[src/rtl/fp_mult_arbiter.sv]
// Round-robin front end sharing one multi-cycle FP32 multiplier core between two requesters.
// Optional watchdog abort of a stuck core: define FP_MULT_ARB_TIMEOUT_EN.
module fp_mult_arbiter #(
    parameter int TIMEOUT_CYCLES = 64,
    parameter int TW             = 7
) (
    input  logic        clk_i,
    input  logic        rst_n_i,
    input  logic [1:0]  req_valid_i,
    output logic [1:0]  req_ready_o,
    input  logic [63:0] req_a_i,
    input  logic [63:0] req_b_i,
    output logic [1:0]  rsp_valid_o,
    input  logic [1:0]  rsp_ready_i,
    output logic [31:0] rsp_z_o,
    output logic [6:0]  rsp_status_o,
    output logic        mul_start_o,
    output logic [31:0] mul_a_o,
    output logic [31:0] mul_b_o,
    input  logic        mul_done_i,
    input  logic [31:0] mul_z_i,
    input  logic [5:0]  mul_flags_i
);

    typedef enum logic [1:0] {
        S_IDLE  = 2'd0,
        S_ISSUE = 2'd1,
        S_WAIT  = 2'd2,
        S_RESP  = 2'd3
    } state_t;

    if (TIMEOUT_CYCLES < 2 || (2 ** TW) <= TIMEOUT_CYCLES) begin : g_param_check
        $error("fp_mult_arbiter: TIMEOUT_CYCLES must be >= 2 and < 2**TW");
    end

    state_t      state_q, state_d;
    logic        last_grant_q;
    logic        owner_q;
    logic [31:0] mul_a_q, mul_b_q;
    logic [31:0] rsp_z_q;
    logic [6:0]  rsp_status_q;
    logic        winner;
    logic        accept;
    logic        expire;

    // Contention goes to whoever did not win last time; otherwise the lone requester.
    always_comb begin
        if (&req_valid_i) winner = ~last_grant_q;
        else              winner = req_valid_i[1];
        accept = (state_q == S_IDLE) && (|req_valid_i);
    end

`ifdef FP_MULT_ARB_TIMEOUT_EN
    logic [TW-1:0] cnt_q;

    assign expire = (state_q == S_WAIT) && !mul_done_i && (cnt_q == TW'(TIMEOUT_CYCLES - 1));

    always_ff @(posedge clk_i or negedge rst_n_i) begin
        if (!rst_n_i)                cnt_q <= '0;
        else if (state_q == S_ISSUE) cnt_q <= '0;
        else if (state_q == S_WAIT)  cnt_q <= cnt_q + 1'b1;
    end
`else
    assign expire = 1'b0;
`endif

    always_ff @(posedge clk_i or negedge rst_n_i) begin
        if (!rst_n_i) state_q <= S_IDLE;
        else          state_q <= state_d;
    end

    always_comb begin
        state_d = state_q;
        case (state_q)
            S_IDLE:  if (accept) state_d = S_ISSUE;
            S_ISSUE: state_d = S_WAIT;
            S_WAIT:  if (mul_done_i || expire) state_d = S_RESP;
            S_RESP:  if (rsp_ready_i[owner_q]) state_d = S_IDLE;
            default: state_d = S_IDLE;
        endcase
    end

    always_comb begin
        req_ready_o = 2'b00;
        rsp_valid_o = 2'b00;
        if (accept) req_ready_o[winner] = 1'b1;
        if (state_q == S_RESP) rsp_valid_o[owner_q] = 1'b1;
        mul_start_o = (state_q == S_ISSUE);
    end

    always_ff @(posedge clk_i or negedge rst_n_i) begin
        if (!rst_n_i) begin
            last_grant_q <= 1'b1;
            owner_q      <= 1'b0;
            mul_a_q      <= '0;
            mul_b_q      <= '0;
            rsp_z_q      <= '0;
            rsp_status_q <= '0;
        end else begin
            if (accept) begin
                mul_a_q      <= winner ? req_a_i[63:32] : req_a_i[31:0];
                mul_b_q      <= winner ? req_b_i[63:32] : req_b_i[31:0];
                owner_q      <= winner;
                last_grant_q <= winner;
            end
            // A done arriving on the expiry cycle still delivers the real result.
            if (state_q == S_WAIT && mul_done_i) begin
                rsp_z_q      <= mul_z_i;
                rsp_status_q <= {1'b0, mul_flags_i};
            end else if (expire) begin
                rsp_z_q      <= 32'h7FC0_0000;
                rsp_status_q <= 7'b100_0100;
            end
        end
    end

    assign mul_a_o      = mul_a_q;
    assign mul_b_o      = mul_b_q;
    assign rsp_z_o      = rsp_z_q;
    assign rsp_status_o = rsp_status_q;

endmodule

[config.mk]
export PLATFORM = sky130hd
export DESIGN_NAME = fp_mult_arbiter
export DESIGN_NICKNAME = d
export VERILOG_FILES = /design/src/rtl/fp_mult_arbiter.sv
export SDC_FILE = /design/constraint.sdc
export NUM_CORES = 1
export LEC_CHECK = 0
export CAP_MARGIN = 10
export CORE_UTILIZATION = 34
export CTS_CLUSTER_SIZE = 14
export DETAILED_ROUTE_END_ITERATION = 10
export PLACE_DENSITY_LB_ADDON = 0.12
export SYNTH_ARGS = -nofsm -noshare
export SYNTH_HDL_FRONTEND = slang
export SYNTH_SLANG_ARGS = --single-unit
[constraint.sdc]
create_clock -name clk_i -period 1.7 [get_ports clk_i]
set_input_delay 0.34 -clock clk_i [delete_from_list [all_inputs] [get_ports clk_i]]
set_output_delay 0.34 -clock clk_i [all_outputs]
set_load 0.02 [all_outputs]
==> results.md <==
- DRC violations left: 0
- GRT Residual Overflow: 0
- Clk Latency, worst-skew pair: between 0.3 and 0.4 ns
- Layout cell share with drive strength beyond 1: 13.84%
- Cell breakdown of the critical path: buf_4 -> ha_4 -> and2_1 -> buf_4
- I/O Buffers: 279
- Most frequent cell after synthesis: dfrtp_1
- Sequential area share after synthesis: between 50% and 60%
- Synth top area cells: dfrtp_1, mux2i_1, mux2_2
- Core area: 13300 um^2
- RSZ-0062 raised after global routing: true
- Outcome: completed
- Period utilisation layout: 99.69%
- P&R area growth vs syn: 75.36%
- Via count: 3955
- Synth async-reset ratio: between 90% and 100%
- F_max: 0.5901 GHz
- Top_reg_cell synth: dfrtp_1
- Dominant cell type by area after synthesis: dfrtp_1
- Initial DRC Count: 140
- CP endpoint kind: output port
- Final instance area: 8175 um^2
- Vias in the first global route: 4199
- Hold Crit Class: in2async
- H-tree Lvls: 3
- Worst Setup Start Kind: register
- Worst Path Arrival: 1.35 ns
- Post-Syn Instances: 390
- FF+latch count, synth: roughly 110
- Hpwl dp: 10500 um
- CTS tree: done
- Row cnt: 42
- Max Root-Sink Buffers: 2
- Die area: about 14000 um^2
- CTS buffer count: 9
- Drt via density: 4.626
- CP bufs+invs: 2
- Pre-CTS setup slack: -0.4306 ns
- Count of flip-flops with a built-in enable after synthesis: 0
- LEAKAGE: between 4 and 5 nW
- Gr usage total: 19.71%
- CP required: about 1.4 ns
- Crit path kind: reg2out
- Syn Area/Cell: approximately 12 um^2
- Crit path largest cell delay: 0.39 ns
- Setup ws final: 0.005263 ns
- Clock Pin Slew Worst Setup and Hold Paths: 0.08 ns
- Slew Limit Fails: 0
- MaxCap Viol Count: 0
- TritonRoute pass-1 iters: 4
- Most frequent CP cell: buf_4
- Fill count: 1120
- Post-synth top cells: dfrtp_1, mux2i_1, nand2_1
- Die Y: roughly 120 um
- Ant diodes: 0
- Minimum clock period: between 1.5 and 2 ns
- Die W: 119.1 um
- Starting Density: around a third
- Routed wire length per instance: 16.39 um
- Final clock skew: 0.008781 ns
- Final Hold Vio Count: 0
- Ports: 281
- Max FO, Critical Path: 4
- Post-Syn Nets: roughly 570
- First-pass GRT wire length: roughly 21000 um
- Dpl cell area: 7702 um^2
- Final wirelength: around 14000 um
- Multi-input gate area: 1882 um^2
- Syn Std Cell Area: approximately 4700 um^2
- Distinct cell type count after synthesis: 26
- Antenna violations before repair: 0
- Slowest cell on the critical path: dfrtp_1
- RD Place Congestion: 0.7160
- Max IR drop VDD: around 1.1 mV
- Fin nets: 852
- Yosys warns: 0
- Cell family with most CP delay: flip-flops
- Register area: 2654 um^2
- CTS sink cnt: 106
- Setup-failing EPs final: 0
- Total power draw: about 14 mW
- Fin util: 61.49%
- Largest net degree at the start of global routing: a little over 80
- Pwr/cell area: 1681 nW/um^2
- Root Driver: clkbuf_16
- Yosys top cell area share: 56.36%
- DRT antenna net count: 0
[timing repair]
item	4_1_cts	5_1_grt
hold buffers	1	0
buffers inserted	1	0
pin swaps	2	2
endpoints found under the setup margin	44	91
gates cloned	0	2
endpoints found under the hold margin	23	0
resized for setup	40	36
[layout make-up]
cell class                      instances  area share, %
Tap cell                              176          2.694
Clock buffer                            9          2.755
Inverter                                4         0.1837
Sequential cell                       106          32.46
Clock inverter                          7         0.7652
Multi-Input combinational cell        253          23.02
Timing Repair Buffer                  300          38.12
[worst paths after layout]
| path | startpoint | to | slack (ns) | cells past startpoint |
|---|---|---|---|---|
| worst max-delay path | state_q[0] | rsp_valid_o[1] | 0.005 | 4 |
| worst min-delay path | rst_n_i | rsp_z_o[30] | 0.44 | 2 |
| worst max register to register | last_grant_q | mul_b_o[21] | 0.07 | 5 |
| worst min register to register | mul_b_o[16] | mul_b_o[16] | 0.48 | 2 |
| max in group asynchronous | rst_n_i | last_grant_q | 0.64 | 3 |
| min in group clk_i | mul_b_o[16] | mul_b_o[16] | 0.48 | 2 |
[layer usage]
| metal | global-route usage (%) | wire (um) | share of wire (%) | vias up |
|---|---|---|---|---|
| li1 | - | - | - | 1913 |
| met1 | 21.05 | 5387 | 38 | 1854 |
| met3 | 5.987 | 1120 | 8.0 | 20 |
| met2 | 35.54 | 7166 | 51 | 168 |
| met5 | 0 | 0 | 0 | - |
| met4 | 8.782 | 340 | 2.4 | 0 |
[flip-flops by register name, summed over array words and instances, names as in the netlist]
signal / flops
owner_q: 1
state_q: 2
mul_a_o: 32
mul_b_o: 32
last_grant_q: 1
rsp_status_o: 6
rsp_z_o: 32
[where the power goes]
group	internal, mW	switching (mW)
Combinational	3.66	3.69
Sequential	3.78	0.607
Clock	1.02	0.987
Total	8.46	5.28
[metrics by stage]
step           TNS [ns]  hold slack [ns]  cells
5_1_grt        -0.09252           0.4685    855
3_5_place_dp     -17.47           0.2744    835
6_report              0           0.4410    855
2_1_floorplan         0          0.04441    390
4_1_cts        -0.01483           0.4335    853
3_3_place_gp     -15.15           0.2733    835
[layout by cell type, fill, tap and decap left out, types with 2 or more instances in the layout]
master / count
clkdlybuf4s50_1: 237
dfrtp_1: 105
mux2i_1: 65
nand2_1: 64
mux2_2: 39
o21ai_1: 38
dlymetal6s2s_1: 30
o21ai_0: 26
buf_4: 15
clkbuf_16: 11
dlygate4sd2_1: 6
clkinv_4: 4
buf_12: 4
inv_2: 3
ha_1: 3
a21oi_1: 2
ha_4: 2
buf_2: 2
[cells by family after synthesis]
group | share of synthesized area [%]
flip-flops | 56.92
multiplexers | 23.38
AO/OA/AOI/OAI | 8.079
AND/OR/NAND/NOR | 6.012
buffers and inverters | 4.187
adder cells (fa/ha/maj) | 1.342
other | 0.08044
(Power assumes the default switching activity.)
